<file path="config.mk">
export PLATFORM = sky130hd
export DESIGN_NAME = hazard_scoreboard
export DESIGN_NICKNAME = d
export VERILOG_FILES = /design/src/rtl/hazard_scoreboard.sv
export SDC_FILE = /design/constraint.sdc
export NUM_CORES = 1
export LEC_CHECK = 0
export BUFFER_PORTS_ARGS = -buffer_cell sky130_fd_sc_hd__buf_2
export CAP_MARGIN = 20
export CORE_MARGIN = 2
export CORE_UTILIZATION = 45
export DETAILED_ROUTE_END_ITERATION = 8
export PLACE_DENSITY_LB_ADDON = 0.1
export SETUP_SLACK_MARGIN = 0.15
export SKIP_CTS_REPAIR_TIMING = 1
export SLEW_MARGIN = 25
export SYNTH_ARGS = -nofsm -noshare
export SYNTH_HDL_FRONTEND = slang
export SYNTH_SLANG_ARGS = --single-unit
</file>
<file path="constraint.sdc">
create_clock -name clk -period 6.7 [get_ports clk]
set_input_delay 0.67 -clock clk [delete_from_list [all_inputs] [get_ports clk]]
set_output_delay 0.67 -clock clk [all_outputs]
set_load 0.01 [all_outputs]
</file>
<file path="src/rtl/hazard_scoreboard.sv">
// ID-stage hazard scoreboard: per-register countdowns for results that cannot be
// forwarded in time, plus the issue/complete FSM of the single multi-cycle unit.
module hazard_scoreboard #(
    parameter int LOAD_LAT = 1,
    parameter int LONG_LAT = 4
) (
    input  logic        clk,
    input  logic        rst,
    input  logic        ID_valid,
    input  logic [4:0]  ID_rs,
    input  logic [4:0]  ID_rt,
    input  logic        ID_useRs,
    input  logic        ID_useRt,
    input  logic        ID_regWrite,
    input  logic [4:0]  ID_rd,
    input  logic        ID_isLoad,
    input  logic        ID_isLong,
    input  logic        flush,
    output logic        stall,
    output logic        bubble,
    output logic        long_done,
    output logic [4:0]  long_rd,
    output logic [31:0] pending
);

    localparam int MAXL = (LOAD_LAT > LONG_LAT) ? LOAD_LAT : LONG_LAT;
    localparam int CW   = $clog2(MAXL + 1);

    typedef enum logic [1:0] {
        IDLE = 2'd0,
        BUSY = 2'd1,
        DONE = 2'd2
    } state_t;

    state_t        state_q, state_d;
    logic [CW-1:0] lcnt_q, lcnt_d;
    logic [4:0]    long_rd_q, long_rd_d;
    logic [CW-1:0] cnt_q [32];
    logic [CW-1:0] cnt_d [32];
    logic          issue_s;
    logic          long_issue_s;
    logic          set_s;
    logic [CW-1:0] set_val_s;

    // Hazard detection: RAW on either source, WAW on destination, structural on the long unit
    always_comb begin
        stall = ID_valid & ~flush & (
                    (ID_useRs    & (cnt_q[ID_rs] != {CW{1'b0}})) |
                    (ID_useRt    & (cnt_q[ID_rt] != {CW{1'b0}})) |
                    (ID_regWrite & (cnt_q[ID_rd] != {CW{1'b0}})) |
                    (ID_isLong   & (state_q == BUSY)));
        bubble       = stall;
        issue_s      = ID_valid & ~flush & ~stall;
        long_issue_s = issue_s & ID_isLong;
        set_s        = issue_s & ID_regWrite & (ID_rd != 5'd0) & (ID_isLong | ID_isLoad);
        set_val_s    = ID_isLong ? CW'(LONG_LAT) : CW'(LOAD_LAT);
    end

    // Countdown update: a fresh producer overrides the decrement of the same register
    always_comb begin
        for (int r = 0; r < 32; r++) begin
            if (set_s && (ID_rd == 5'(r))) begin
                cnt_d[r] = set_val_s;
            end else if (cnt_q[r] != {CW{1'b0}}) begin
                cnt_d[r] = cnt_q[r] - CW'(1);
            end else begin
                cnt_d[r] = {CW{1'b0}};
            end
            pending[r] = (cnt_q[r] != {CW{1'b0}});
        end
    end

    // Long-unit FSM next state
    always_comb begin
        state_d   = state_q;
        lcnt_d    = lcnt_q;
        long_rd_d = long_rd_q;
        case (state_q)
            IDLE: begin
                if (long_issue_s) begin
                    state_d   = BUSY;
                    lcnt_d    = CW'(LONG_LAT - 1);
                    long_rd_d = ID_rd;
                end else begin
                    state_d = IDLE;
                end
            end
            BUSY: begin
                if (lcnt_q == CW'(1)) begin
                    state_d = DONE;
                end else begin
                    lcnt_d = lcnt_q - CW'(1);
                end
            end
            DONE: begin
                // DONE may accept the next long op so back-to-back ops lose no cycle
                if (long_issue_s) begin
                    state_d   = BUSY;
                    lcnt_d    = CW'(LONG_LAT - 1);
                    long_rd_d = ID_rd;
                end else begin
                    state_d = IDLE;
                end
            end
            default: begin
                state_d = IDLE;
            end
        endcase
    end

    // State registers
    always_ff @(posedge clk or posedge rst) begin
        if (rst) begin
            state_q   <= IDLE;
            lcnt_q    <= {CW{1'b0}};
            long_rd_q <= 5'd0;
            for (int r = 0; r < 32; r++) begin
                cnt_q[r] <= {CW{1'b0}};
            end
        end else begin
            state_q   <= state_d;
            lcnt_q    <= lcnt_d;
            long_rd_q <= long_rd_d;
            for (int r = 0; r < 32; r++) begin
                cnt_q[r] <= cnt_d[r];
            end
        end
    end

    assign long_done = (state_q == DONE);
    assign long_rd   = long_rd_q;

endmodule
</file>
==> metrics.log, run 1 <==
[metrics] antenna violations before repair: 0
[metrics] Net Sw Frac: 30.7%
[metrics] clock period minus worst slack: around 3.9 ns
[metrics] share of async-settable or async-resettable flops after synthesis: between 90% and 100%
[metrics] clock tree from TritonCTS: done
[metrics] drt wl/cell: between 15 and 20 µm
[metrics] nature of the critical path startpoint: input port
[metrics] library cell appearing most often on the critical path: buf_2
[metrics] Critical Path Slowest Stage Cell: mux4_2
[metrics] largest net degree at the start of global routing: 66
[metrics] Int Power: around 1.2 mW
[metrics] overall track demand over capacity in global routing: between 20% and 30%
[metrics] synth unique cells: 55
[metrics] number of global-route vias before repair: 5647
[metrics] category of the worst setup path capture point: output port
[metrics] total setup violations reported at the end of the flow: 0
[metrics] total vias in the final route: around 5600
[metrics] most common library cell in the layout ignoring fill and taps: inv_1
[metrics] placed insts: approximately 1000
[metrics] required time of the critical path: about 6.0 ns
[metrics] mean instance size in the synthesized netlist: a little over 9 µm²
[metrics] Sum Neg Setup Slack: 0 ns
[metrics] buffer levels on the longest clock path: 2
[metrics] TritonCTS Buffers: 9
[metrics] count of state elements after synthesis: roughly 110
[metrics] HPWL after detailed placement: about 13000 µm
[metrics] pwr dens: 217 nW/µm²
[metrics] Initial Util: between 40% and 50%
[metrics] Setup Crit Path Kind: in -> out
[metrics] Total Nets Final: about 900
[metrics] final antenna-violating net count: 0
[metrics] Max Clock Skew: slightly below 0.009 ns
[metrics] transition time at the pin with the least slew margin: between 1 and 1.5 ns
[metrics] die extent in x: around 130 µm
[metrics] Tcrit/Tclk final: approximately three fifths
[metrics] WL final: about 17000 µm
[metrics] number of placement rows: between 40 and 50
[metrics] Leak: 4.36 nW
[metrics] relative area change from synthesis to final layout: 10.7%
[metrics] Max-Cap Viols: 0
[metrics] primary flip-flop cell chosen by synthesis mapping: dfrtp_1
[metrics] arrival time worst endpoint: roughly 3.2 ns
[metrics] area used by multi-input combinational logic: 3860 µm²
[metrics] ratio of routed vias to standard cells: between 5 and 6
[metrics] number of top-level pins: 64
[metrics] synthesized netlist cell count: a little under 800
[metrics] EDFF count, synth: 0
[metrics] biggest cell delay along the critical path: between 0.5 and 0.6 ns
[metrics] fraction of final layout cells with drive strength greater than 1: 20.5%
[metrics] drt initial violations: between 300 and 400
[metrics] fraction of power consumed by combinational cells: roughly a quarter
[metrics] number of antenna repair diodes: 0
[metrics] H-tree depth: 3
[metrics] WP buf/inv: 3
[metrics] count of final hold-check violations: 0
[metrics] Clk Tree Root Cell: clkbuf_16
[metrics] Worst Hold Slack: between 0.3 and 0.4 ns
[metrics] wire length of the first global-routing pass: ~29000 µm
[metrics] Storage cell area: 2650 µm²
[metrics] count of filler cells inserted in the layout: about 1400
[metrics] IR Drop Worst-Case VDD: 0.146 mV
[metrics] net switching component of the power: about 0.52 mW
[metrics] Syn Std Cell Area: a little over 7000 µm²
[metrics] worst slew margin relative to its limit: 31.7%
[metrics] detailed-router iteration count before antenna repair: 5
[metrics] final slew viol count: 0
[metrics] Die Span Y: between 100 and 150 µm
[metrics] clock insertion delay at the later pin of the skew report: ~0.35 ns
[metrics] fraction of power consumed by sequential logic: between 40% and 50%
[metrics] highest-count cells in the layout ignoring fill and taps: inv_1, dfrtp_1, ha_1
[metrics] die outline area: around 17000 µm²
[metrics] clock transition at the registers of the reported paths: about 0.07 ns
[metrics] post-layout instance count excluding filler cells: a little over 1000
[metrics] drc violations: 0
[metrics] grt total ovfl: 0
[metrics] placeable core region: about 15000 µm²
[metrics] Total Power Consumption: about 1.7 mW
[metrics] outcome: finished clean
[metrics] share of synthesized area occupied by flip-flops and latches: 37.4%
[metrics] Worst Hold Class: in -> async
[metrics] RSZ-0062 raised after global routing: false
[metrics] part of the power in the clock network: 33.1%
[metrics] nets in the synthesized netlist: ~860
[metrics] largest driver fanout on the critical path: 27
[metrics] global placer's final weighted congestion: 0.928
[metrics] clock net sink count: 106
[metrics] CP delay by family, top: compound AO/OA/AOI/OAI gates
[metrics] count of warnings emitted by yosys: 0
[metrics] port buffer count: 63
[metrics] Peak Freq: roughly 260 MHz
[metrics] list of cells traversed by the critical path: buf_2 -> mux4_2 -> a211oi_1 -> a311oi_1 -> o32ai_4 -> buf_8 -> and3_1 -> a21boi_1 -> buf_2
-- power by group through the flow --
stage | registers, mW | clock network (mW) | logic [mW]
floorplan | 0.747 | 0 | 0.271
global placement | 0.749 | 0 | 0.386
detailed placement | 0.753 | 0 | 0.399
CTS | 0.741 | 0.579 | 0.400
global route | 0.750 | 0.604 | 0.448
finish | 0.742 | 0.564 | 0.397
-- cells in the mapped netlist (3+ instances only) --
| cell type | instances | area share, % |
|---|---|---|
| or2_2 | 36 | 3.2 |
| o21ai_0 | 44 | 3.1 |
| nand2b_1 | 4 | 0.35 |
| a32oi_1 | 3 | 0.37 |
| mux2_2 | 35 | 5.5 |
| buf_2 | 16 | 1.1 |
| a2111oi_0 | 5 | 0.62 |
| nor2b_1 | 7 | 0.62 |
| ha_1 | 66 | 12 |
| mux2i_1 | 33 | 4.7 |
| a211o_1 | 4 | 0.49 |
| a211oi_1 | 5 | 0.53 |
| mux4_2 | 7 | 2.2 |
| buf_4 | 6 | 0.63 |
| nor3b_1 | 5 | 0.53 |
| a311oi_1 | 3 | 0.37 |
| dfrtp_1 | 106 | 37 |
| nor4b_1 | 3 | 0.37 |
| nand2_1 | 46 | 2.4 |
| nand3_1 | 9 | 0.63 |
| clkbuf_1 | 17 | 0.90 |
| nor2_1 | 47 | 2.5 |
| and3_1 | 3 | 0.26 |
| nor4_1 | 14 | 1.2 |
| nand4_1 | 31 | 2.7 |
| a221oi_1 | 3 | 0.37 |
| nor3_1 | 61 | 4.3 |
| inv_1 | 111 | 5.9 |
| a21oi_1 | 9 | 0.63 |
-- registers in the layout, summed over array words and instances (netlist names) --
name	count
lcnt_q	3
state_q	2
long_rd	5
cnt_q	96
-- through the flow --
step / utilization [%] / instance area (µm²) / setup WS (ns)
after CTS: 51.2 / 7840 / 2.67
after floorplan: - / 7100 / 3.24
final: 51.3 / 7860 / 2.79
after global routing: 51.3 / 7860 / 2.61
after global placement: 49.1 / 7520 / 2.77
after detailed placement: 49.2 / 7530 / 2.66
-- cell type report --
type | count | share of cell area (%)
multi-input combinational | 516 | 49.1
inverter | 111 | 5.33
timing repair buffer | 67 | 4.49
clock inverter | 4 | 0.971
sequential | 106 | 33.8
tap | 211 | 3.36
clock buffer | 12 | 3.01
-- layer usage --
layer  wire, µm  track usage (%)  part of all wire [%]  vias to the layer above
met5          0                0                     0                        -
met4        245             5.31                   1.4                        0
met3        878             4.50                   5.0                       19
met2       8560             37.1                    49                      137
met1       7780             28.9                    45                     2740
li1           -                -                     -                     2726
-- final timing paths --
| path | start | end | slack [ns] | cells past startpoint |
|---|---|---|---|---|
| max | ID_rt[1] | bubble | 2.79 | 9 |
| min | rst | cnt_q[85] | 0.36 | 2 |
| max reg2reg | cnt_q[34] | long_rd[2] | 3.45 | 7 |
| min reg2reg | lcnt_q[2] | state_q[1] | 0.47 | 1 |
| max in group asynchronous | rst | cnt_q[9] | 5.12 | 3 |
| min in group clk | lcnt_q[2] | state_q[1] | 0.47 | 1 |
-- logic make-up after synthesis --
group           after synthesis  synth area share [%]
mux                          77                  12.7
buf+inv                     151                  8.58
simple gates                274                  20.1
flops                       106                  37.4
compound gates               99                  9.58
fa+ha+maj                    66                  11.6
(Power assumes the default switching activity.)
==> inputs of run 2 (changes only) <==
- clock period: 6.7 -> 3.93 ns (I/O delays scaled with it)
==> metrics.log, run 2 (synthesized netlist as in run 1, its figures left out) <==
[metrics] Sum Neg Setup Slack: 0 ns (unchanged)
[metrics] highest-count cells in the layout ignoring fill and taps: inv_1, dfrtp_1, ha_1 (unchanged)
[metrics] capturing point of the worst reg2reg path: cnt_q[59] (was long_rd[2])
[metrics] HPWL after detailed placement: 13000 µm (about the same)
[metrics] number of flip-flops in the largest register: 96 (unchanged)
[metrics] number of placement rows: 45 (unchanged)
[metrics] Setup Crit Path Kind: reg -> out (was in -> out)
[metrics] fraction of final layout cells with drive strength greater than 1: 20.9% (was 20.5%)
[metrics] grt total ovfl: 0 (unchanged)
[metrics] category of the worst setup path capture point: output port (unchanged)
[metrics] Leak: 4.37 nW (was 4.36 nW)
[metrics] final antenna-violating net count: 0 (unchanged)
[metrics] CP delay by family, top: compound AO/OA/AOI/OAI gates (unchanged)
[metrics] post-route cell area: 7870 µm² (was 7860 µm²)
[metrics] largest net degree at the start of global routing: 87 (was 66)
[metrics] Max-Cap Viols: 0 (unchanged)
[metrics] count of filler cells inserted in the layout: 1464 (was 1441)
[metrics] IR Drop Worst-Case VDD: 0.241 mV (was 0.146 mV)
[metrics] antenna violations before repair: 0 (unchanged)
[metrics] die extent in x: 130 µm (unchanged)
[metrics] outcome: finished clean (unchanged)
[metrics] Int Power: 2.03 mW (was 1.18 mW)
[metrics] clock transition at the registers of the reported paths: 0.07 ns (about the same)
[metrics] Reg2Reg Setup Slack: 0.76 ns (was 3.45 ns)
[metrics] Max Clock Skew: 0.00846 ns (was 0.00886 ns)
[metrics] number of top-level pins: 64 (unchanged)
[metrics] Cell Area, Placed: 7550 µm² (was 7530 µm²)
[metrics] Critical Path Slowest Stage Cell: a22oi_2 (was mux4_2)
[metrics] pwr dens: 374 nW/µm² (was 217 nW/µm²)
[metrics] Net Sw Frac: 31.1% (was 30.7%)
[metrics] list of cells traversed by the critical path: nor3_1 -> mux4_2 -> o221ai_1 -> a31o_2 -> a22oi_2 -> and3_1 -> a21boi_1 -> buf_2 (was buf_2 -> mux4_2 -> a211oi_1 -> a311oi_1 -> o32ai_4 -> buf_8 -> and3_1 -> a21boi_1 -> buf_2)
[metrics] TritonCTS Buffers: 9 (unchanged)
[metrics] required time of the critical path: 3.54 ns (was 6.03 ns)
[metrics] WL final: 18100 µm (was 17500 µm)
[metrics] most common library cell in the layout ignoring fill and taps: inv_1 (unchanged)
[metrics] Initial Util: 46.4% (unchanged)
[metrics] buffer levels on the longest clock path: 2 (unchanged)
[metrics] Peak Freq: 300 MHz
[metrics] total setup violations reported at the end of the flow: 0 (unchanged)
[metrics] fraction of power consumed by combinational cells: 23.5% (was 23.3%)
[metrics] die outline area: 16800 µm² (unchanged)
[metrics] ratio of routed vias to standard cells: 5.49 (was 5.47)
[metrics] net switching component of the power: 0.917 mW (was 0.522 mW)
[metrics] Reg2Reg Depth: 8 (was 7)
[metrics] H-tree depth: 3 (unchanged)
[metrics] drt wl/cell: 17.6 µm (was 17.0 µm)
[metrics] clock tree from TritonCTS: done (unchanged)
[metrics] register with the most flip-flops: cnt_q (unchanged)
[metrics] overall track demand over capacity in global routing: 22.8% (was 21.9%)
[metrics] number of antenna repair diodes: 0 (unchanged)
[metrics] clock period minus worst slack: about 3.3 ns
[metrics] drc violations: 0 (unchanged)
[metrics] total vias in the final route: 5650 (was 5622)
[metrics] drt initial violations: 360 (was 337)
[metrics] Reg-to-Reg Start: cnt_q[95] (was cnt_q[34])
[metrics] Tcrit/Tclk final: approximately 85%
[metrics] clock net sink count: 106 (unchanged)
[metrics] part of the power in the clock network: 33.7% (was 33.1%)
[metrics] Storage cell area: 2650 µm² (unchanged)
[metrics] Total Nets Final: 904 (was 901)
[metrics] worst slew margin relative to its limit: 45.7% (was 31.7%)
[metrics] count of final hold-check violations: 0 (unchanged)
[metrics] Worst Hold Class: in -> async (unchanged)
[metrics] WP buf/inv: 1 (was 3)
[metrics] transition time at the pin with the least slew margin: 0.815 ns (was 1.02 ns)
[metrics] post-layout instance count excluding filler cells: 1030 (was 1027)
[metrics] largest driver fanout on the critical path: 12 (was 27)
[metrics] global placer's final weighted congestion: 0.862 (was 0.928)
[metrics] area used by multi-input combinational logic: 3850 µm² (was 3860 µm²)
[metrics] number of global-route vias before repair: 5611 (was 5647)
[metrics] relative area change from synthesis to final layout: 10.9% (was 10.7%)
[metrics] placeable core region: 15300 µm² (unchanged)
[metrics] port buffer count: 63 (unchanged)
[metrics] wire length of the first global-routing pass: 29300 µm (was 28700 µm)
[metrics] arrival time worst endpoint: 2.94 ns (was 3.24 ns)
[metrics] Die Span Y: 130 µm (unchanged)
[metrics] Worst Hold Slack: 0.179 ns (was 0.365 ns)
[metrics] biggest cell delay along the critical path: 0.52 ns (was 0.58 ns)
[metrics] nature of the critical path startpoint: flop (was input port)
[metrics] detailed-router iteration count before antenna repair: 6 (was 5)
[metrics] fraction of power consumed by sequential logic: 42.8% (was 43.6%)
[metrics] final slew viol count: 0 (unchanged)
[metrics] Clk Tree Root Cell: clkbuf_16 (unchanged)
[metrics] RSZ-0062 raised after global routing: false (unchanged)
[metrics] clock insertion delay at the later pin of the skew report: 0.36 ns (was 0.35 ns)
[metrics] placed insts: 1014 (was 1010)
[run 2: cell count changes in the layout (fill, tap and decap cells not counted)]
cell,change
clkinvlp_4,+1
o2111ai_4,-1
clkbuf_8,+1
inv_6,+1
buf_8,-1
clkbuf_1,-1
clkinv_4,-1
o2111ai_2,+1
inv_4,-1
buf_4,+4
[run 2: worst reg2reg max path, cell delays in order (launching register included)]
cell,delay [ns]
dfrtp_1,0.40
nor3_1,0.50
mux4_2,0.34
o221ai_1,0.10
a31o_2,0.25
a22oi_2,0.53
buf_4,0.40
nand4_1,0.21
mux2_2,0.33
[run 2: worst max-delay path by stage]
stage	cells past startpoint	to	startpoint
finish	8	stall	cnt_q[95]
global route	8	bubble	cnt_q[38]
CTS	8	bubble	cnt_q[2]
detailed placement	8	cnt_q[47]	ID_rt[1]
global placement	8	cnt_q[47]	ID_rt[1]
floorplan	1	cnt_q[0]	rst
[run 2: through the flow]
step / util (%) / total power, mW / setup WS (ns)
3_3_place_gp: 49.3 / 1.95 / 0.739
4_1_cts: 51.4 / 2.98 / 0.634
3_5_place_dp: 49.3 / 1.98 / 0.744
6_report: 51.4 / 2.95 / 0.593
2_1_floorplan: - / 1.74 / 0.748
5_1_grt: 51.4 / 3.13 / 0.454
[run 2: power by group through the flow]
stage / registers, mW / logic [mW] / clock network (mW)
CTS: 1.26 / 0.699 / 1.02
detailed placement: 1.28 / 0.696 / 0
floorplan: 1.27 / 0.462 / 0
global placement: 1.28 / 0.679 / 0
global route: 1.28 / 0.781 / 1.07
finish: 1.26 / 0.692 / 0.993
[run 2: area by class of cell]
| cell class | instances | share of cell area [%] |
|---|---|---|
| inverters | 111 | 5.36 |
| clock buffers | 12 | 3.13 |
| flip-flops and latches | 106 | 33.7 |
| repair buffers | 70 | 4.67 |
| well taps | 211 | 3.35 |
| clock inverters | 4 | 0.953 |
| multi-input cells | 516 | 48.8 |
[run 2: layer usage]
layer	track usage (%)	share of wire, %	vias up	routed length, µm
met5	0	0	-	0
met4	6.96	2.1	0	380
met3	5.74	5.3	30	959
met2	36.5	47	151	8510
met1	30.7	46	2739	8260
li1	-	-	2730	-
